`src/rtl/mux_pkg.sv`:
```
// mux_pkg: shared occupancy encoding and legal input-count range for the skid mux
package mux_pkg;
  typedef enum logic [1:0] {EMPTY = 2'd0, ONE = 2'd1, TWO = 2'd2} occ_t;
  localparam int NUM_IN_MIN = 2;
  localparam int NUM_IN_MAX = 16;
endpackage

```
`src/rtl/mux_n_to_1.sv`:
```
// mux_n_to_1: combinational N-way word selector, out-of-range select yields zero plus err
module mux_n_to_1 #(
  parameter int WIDTH = 32,
  parameter int NUM_IN = 4,
  parameter int SEL_W = $clog2(NUM_IN)
) (
  input  logic [NUM_IN*WIDTH-1:0] in_data,
  input  logic [SEL_W-1:0]        sel,
  output logic [WIDTH-1:0]        word,
  output logic                    err
);
  always_comb begin
    err = int'(sel) >= NUM_IN;
    word = err ? '0 : in_data[int'(sel)*WIDTH +: WIDTH];
  end
endmodule

```
`src/rtl/mux_n_to_1_skid.sv`:
```
// mux_n_to_1_skid: N-way word mux feeding a two-entry head/skid buffer with valid/ready
module mux_n_to_1_skid
  import mux_pkg::*;
#(
  parameter int WIDTH = 32,
  parameter int NUM_IN = 4,
  localparam int SEL_W = $clog2(NUM_IN)
) (
  input  logic                    Clk,
  input  logic                    Rst,
  input  logic [NUM_IN*WIDTH-1:0] in_data,
  input  logic [SEL_W-1:0]        sel,
  input  logic                    in_valid,
  output logic                    in_ready,
  input  logic                    flush,
  output logic [WIDTH-1:0]        out_data,
  output logic                    sel_err,
  output logic                    out_valid,
  input  logic                    out_ready
);
  if (NUM_IN < NUM_IN_MIN || NUM_IN > NUM_IN_MAX) begin : g_bad_num_in
    $error("mux_n_to_1_skid: NUM_IN out of range");
  end
  occ_t state, nxt;
  logic [WIDTH-1:0] head_d, skid_d, new_d;
  logic head_e, skid_e, new_e;
  logic acc, pop, ld_head, ld_skid, shift;
  mux_n_to_1 #(.WIDTH(WIDTH), .NUM_IN(NUM_IN), .SEL_W(SEL_W)) u_sel (
    .in_data(in_data),
    .sel(sel),
    .word(new_d),
    .err(new_e)
  );
  assign in_ready = state != TWO;
  assign out_valid = state != EMPTY;
  assign out_data = head_d;
  assign sel_err = head_e;
  assign acc = in_valid && in_ready;
  assign pop = out_valid && out_ready;
  always_comb begin
    nxt = state;
    ld_head = 1'b0;
    ld_skid = 1'b0;
    shift = 1'b0;
    case (state)
      EMPTY: begin
        nxt = acc ? ONE : EMPTY;
        ld_head = acc;
      end
      ONE: begin
        nxt = (acc && !pop) ? TWO : (!acc && pop) ? EMPTY : ONE;
        ld_head = acc && pop;
        ld_skid = acc && !pop;
      end
      TWO: begin
        nxt = pop ? ONE : TWO;
        shift = pop;
      end
      default: nxt = EMPTY;
    endcase
    // flush drops the concurrent word too; the pop still counts as consumed
    if (flush) begin
      nxt = EMPTY;
      ld_head = 1'b0;
      ld_skid = 1'b0;
      shift = 1'b0;
    end
  end
  always_ff @(posedge Clk) begin
    if (Rst) begin
      state <= EMPTY;
      head_d <= '0;
      head_e <= 1'b0;
      skid_d <= '0;
      skid_e <= 1'b0;
    end else begin
      state <= nxt;
      if (ld_head) {head_d, head_e} <= {new_d, new_e};
      else if (shift) {head_d, head_e} <= {skid_d, skid_e};
      if (ld_skid) {skid_d, skid_e} <= {new_d, new_e};
    end
  end
endmodule

```
`config.mk`:
```
export PLATFORM = sky130hd
export DESIGN_NAME = mux_n_to_1_skid
export DESIGN_NICKNAME = d
export VERILOG_FILES = /design/src/rtl/mux_pkg.sv /design/src/rtl/mux_n_to_1.sv /design/src/rtl/mux_n_to_1_skid.sv
export SDC_FILE = /design/constraint.sdc
export NUM_CORES = 1
export LEC_CHECK = 0
export CAP_MARGIN = 10
export CORE_MARGIN = 2
export CORE_UTILIZATION = 45
export DETAILED_ROUTE_END_ITERATION = 10
export PLACE_DENSITY = 0.92
export RECOVER_POWER = 100
export SYNTH_ARGS = -nofsm -noshare
export SYNTH_HDL_FRONTEND = slang
export SYNTH_SLANG_ARGS = --single-unit
```
`constraint.sdc`:
```
create_clock -name Clk -period 6 [get_ports Clk]
set_input_delay 0.9 -clock Clk [delete_from_list [all_inputs] [get_ports Clk]]
set_output_delay 0.9 -clock Clk [all_outputs]
set_load 0.02 [all_outputs]
```
# Word level (Yosys, flattened, before mapping)
# Index checks and enable logic that the tools add are counted.
# classes
mux	13
n_eq_ne	3
shift	1
n_reduce_logical	11
# ops
operator	count
$shiftx 128x8->32	1
$mux 32	2
$mux 1	7
$pmux 2 s3	1
$logic_and 1x1->1	5
$mux 2	2
$reduce_bool 2->1	2
$eq 2x1->1 const B	1
$eq 2x2->1 const B	1
$logic_not 1->1	2
$logic_not 2->1	1
$ne 2x2->1 const B	1
$pmux 1 s2	1
$reduce_or 2->1	1
# word_totals
ff_bits	66
wordCells	31
input_bits	135
output_inout_bits	35

# Longest topological paths before layout
# logic_depth
ltp_word	7
mapped_depth	10
ltp_nobuf	8

# By module
# Synthesis repeated with hierarchy kept, for this count alone.
# unflattened
cells_unflattened	410
area_unflattened_um2	4136.5
# modules_own_cells
mod	area_per_inst_um2	instances	cells_each	seq_area_each_um2
mux_n_to_1_skid	3310.7	1	369	1361.3
mux_n_to_1	825.8	1	41	0.0

# Worst setup path before layout
# No wires, ideal clock.
# synth_timing
path_kind	in2reg
start	input out_ready
end	register head_d[0] (netlist: out_data[0])
path_slack_ns	3.813
n_path_buf	2
setup_ns	0.138
t_required_ns	5.862
arrival_ns	2.050
stages	8
path_cell_list	and2_1 ha_1 mux2i_4 nor2_1 buf_4 buf_6 o221ai_2 a21oi_2
# synth_via
elab_chain_cells	5
word_cells_on_any_way	8
cone_classes	5 x mux; 3 x reduce/logical
# synth_rtl
item	line_no	source
from (decl)	mux_n_to_1_skid.sv:19	input logic out_ready
$logic_and 1x1->1 (*)	mux_n_to_1_skid.sv:39	assign pop = out_valid && out_ready;
$logic_and 1x1->1	mux_n_to_1_skid.sv:52	ld_head = acc && pop;
$pmux 1 s2	mux_n_to_1_skid.sv:45	case (state)
$mux 1	mux_n_to_1_skid.sv:62	if (flush) begin
$mux 32 or $reduce_bool 2->1 (tied branches)	-	
to (signal assigned)	mux_n_to_1_skid.sv:78	if (ld_head) {head_d, head_e} <= {new_d, new_e};
to (signal assigned)	mux_n_to_1_skid.sv:79	else if (shift) {head_d, head_e} <= {skid_d, skid_e};
to (decl)	mux_n_to_1_skid.sv:25	logic [WIDTH-1:0] head_d, skid_d, new_d;
# Mark *: on every way between the ends. The rest lies on a longest branch, timed or not.
# A chain may end at the register's enable or synchronous reset.

# Worst setup path after layout
# layout_timing
start	input in_valid
end	register head_d[8] (netlist: out_data[8])
# layout_via
elab_chain_cells	5
word_cells_on_any_way	6
cone_classes	3 x mux; 3 x reduce/logical
# layout_rtl
item	line_no	source
from (decl)	mux_n_to_1_skid.sv:13	input logic in_valid,
$logic_and 1x1->1 (*)	mux_n_to_1_skid.sv:38	assign acc = in_valid && in_ready;
$logic_and 1x1->1	mux_n_to_1_skid.sv:52	
$pmux 1 s2 (*)	mux_n_to_1_skid.sv:45	
$mux 1 (*)	mux_n_to_1_skid.sv:62	
$mux 32 or $reduce_bool 2->1 (tied branches)	-	
# Marks and branches as above.

==> out/results.tsv <==
metric	value	unit
status	finished with violations	
violations	max-capacitance violations, max-slew violations	
powerDensity	199.6	nW/µm²
finalHoldViolCount	0	
crit_type	in -> reg	
dp_slack	2.404	ns
wire_per_inst	17.69	µm
antenna_found_initial	0	
clock_insertion_delay_worst_skew	0.34	ns
period_needed	3.915	ns
drv_slew	33	
pwr-share-comb	21.8	%
syn-num-nets	489	
numCtsBuffers	9	
final_common_cell	clkdlybuf4s50_1	
internal-power	0.0008072	W
skew	0.006815	ns
cts.sinks	66	
grt_pass1_wl	16920	µm
synth_area_per_cell	10.18	µm²
final_cell_mix	clkdlybuf4s50_1 (131), nand2_1 (97), dfxtp_1 (66), a21oi_1 (59), dlygate4sd3_1 (35)	
coreArea	7727	µm²
io_pins	170	
ctsRootBufferMaster	clkbuf_8	
synthCells	352	
p_leak	1.836	nW
drt-total-wl	10780	µm
synth.distinct_cells	29	
initial_core_util	46.37	%
core.rowCount	32	
track_usage	24.84	%
r2r_end	out_data[8]	
io_buffers	168	
synth_ff_type	dfxtp_1	
switching_power	0.0002631	W
areaGrowthSynthToFinish	49.62	%
r2r_cells	8	
yosys_register_bits	66	
start_kind	primary input	
critPathMaxFanout	21	
clk_path_buf_depth	2	
cts_tree	done	
die_w	93.24	µm
end_kind	flop	
seqPwrFrac	42.5	%
die_h	93.24	µm
path_cells	dlygate4sd3_1 > and2_0 > ha_1 > mux2i_1 > o22a_1 > clkbuf_1 > a21oi_1 > a211oi_2	
crit_slowest_cell	clkbuf_1	
fmax	255.5	MHz
dieArea	8693	µm²
nets	640	
tns	0	ns
tightest_slew	1.562	ns
worst_hold_path_type	reg -> reg	
cts_resized	0	
r2r_start	state[1]	
dp_hpwl	7450	µm
setup_viol	0	
rsz0062_at_grt	no	
endpoint	out_data[8]	
maxCapViolCount	1	
grt_overflow	0	
ant_nets	0	
slowest_delay	0.83	ns
seq_area_frac_synth	36.87	%
p_sw_share	24.58	%
antenna_cells	0	
slew_headroom	-4.122	%
drt_iter0_drc	160	
yosys_warnings	0	
dr_total_vias	3460	
cts_setup_buffers	0	
ir_drop	0.0001487	V
min_period_over_period	65.24	%
startpoint	in_valid	
worst_ep_required_time	6.26	ns
grt_start_max_net_pins	67	
synth_edf_count	0	
power	0.001070	W
stdcell_count	609	
dr.pass1.iters	4	
grt_pass1_vias	3560	
fin_ws	2.085	ns
r2r_slack	2.50	ns
place_congestion	0.7526	
utilization	69.38	%
clkPwrFrac	35.7	%
drt_drc_violations_left	0	
async_flop_share	0	%
h-tree-depth	3	
syn-cell-area	3583	µm²
worst_ep_arrival_time	4.17	ns
hold_buffers	0	
clk_pin_slew	0.06	ns
placed_cells	592	
via_per_inst	5.681	
drive_gt1_share	14.79	%
==> sequential cells by signal, indices dropped and copies added, names as in the netlist <==
register	cells
state	2
skid_d	32
out_data	32
==> cells by family (layout without fill, tap and decap cells) <==
logic type	after synthesis	count (layout)	synth area share, %
AO/OA/AOI/OAI	100	100	22.45
flip-flops	66	66	36.87
adder cells (fa/ha/maj)	2	2	0.6982
multiplexers	34	34	21.02
buffers and inverters	36	191	6.285
AND/OR/NAND/NOR	113	113	12.57
other	1	1	0.1046
==> per-stage QoR <==
stage | area (µm²) | hold slack, ns
floorplan | 3583 | 0.4364
global placement | 5213 | 0.4365
detailed placement | 5213 | 0.4436
CTS | 5416 | 0.4503
global route | 5361 | 0.4669
finish | 5361 | 0.4466
==> cells in the mapped netlist, drive strengths merged, types with 3 or more instances <==
cell type  count  area (µm²)
a21oi         64       357.8
nand2b         3       18.77
nand2         97       364.1
dfxtp         66        1321
mux4          32       720.7
clkbuf        10       37.54
nor2           5       18.77
buf           24       180.2
o221ai        31       396.6
or2            3       18.77
==> critical path, delay by kind of cell <==
| kind | cells | cell delay, ns |
|---|---|---|
| compound gates | 3 | 0.92 |
| fa+ha+maj | 1 | 0.20 |
| buf+inv | 2 | 1.41 |
| mux | 1 | 0.55 |
| simple gates | 1 | 0.18 |
==> power groups by stage <==
stage,registers (W),logic (W),clock network [W]
global placement,0.000464,0.000233,0
CTS,0.000455,0.000240,0.000383
detailed placement,0.000465,0.000239,0
finish,0.000455,0.000233,0.000383
global route,0.000456,0.000248,0.000403
floorplan,0.000472,0.000115,0
==> worst min-delay path by stage <==
stage | start | end | cells past startpoint
floorplan | skid_d[10] | skid_d[10] | 2
global placement | out_data[23] | out_data[23] | 2
detailed placement | out_data[22] | out_data[22] | 2
CTS | out_data[22] | out_data[22] | 2
finish | out_data[22] | out_data[22] | 2
global route | out_data[31] | out_data[31] | 2
==> cell type report <==
cell class	count	area, µm²
fill	571	2366
inverter	2	7.507
timing repair buffer	174	1722
clock buffer	13	168.9
multi-input combinational	250	1979
sequential	66	1321
clock inverter	2	35.03
tap	102	127.6
==> metal layers <==
layer | GRT usage (%) | wire length [µm] | part of all wire (%) | up-vias
met1 | 28.41 | 4096 | 38 | 1666
met3 | 6.446 | 849 | 7.9 | 25
met2 | 45.20 | 5616 | 52 | 164
met4 | 7.475 | 213 | 2.0 | 0
met5 | 0 | 0 | 0 | -
li1 | - | - | - | 1605
Power figures use the tool's default switching activity.
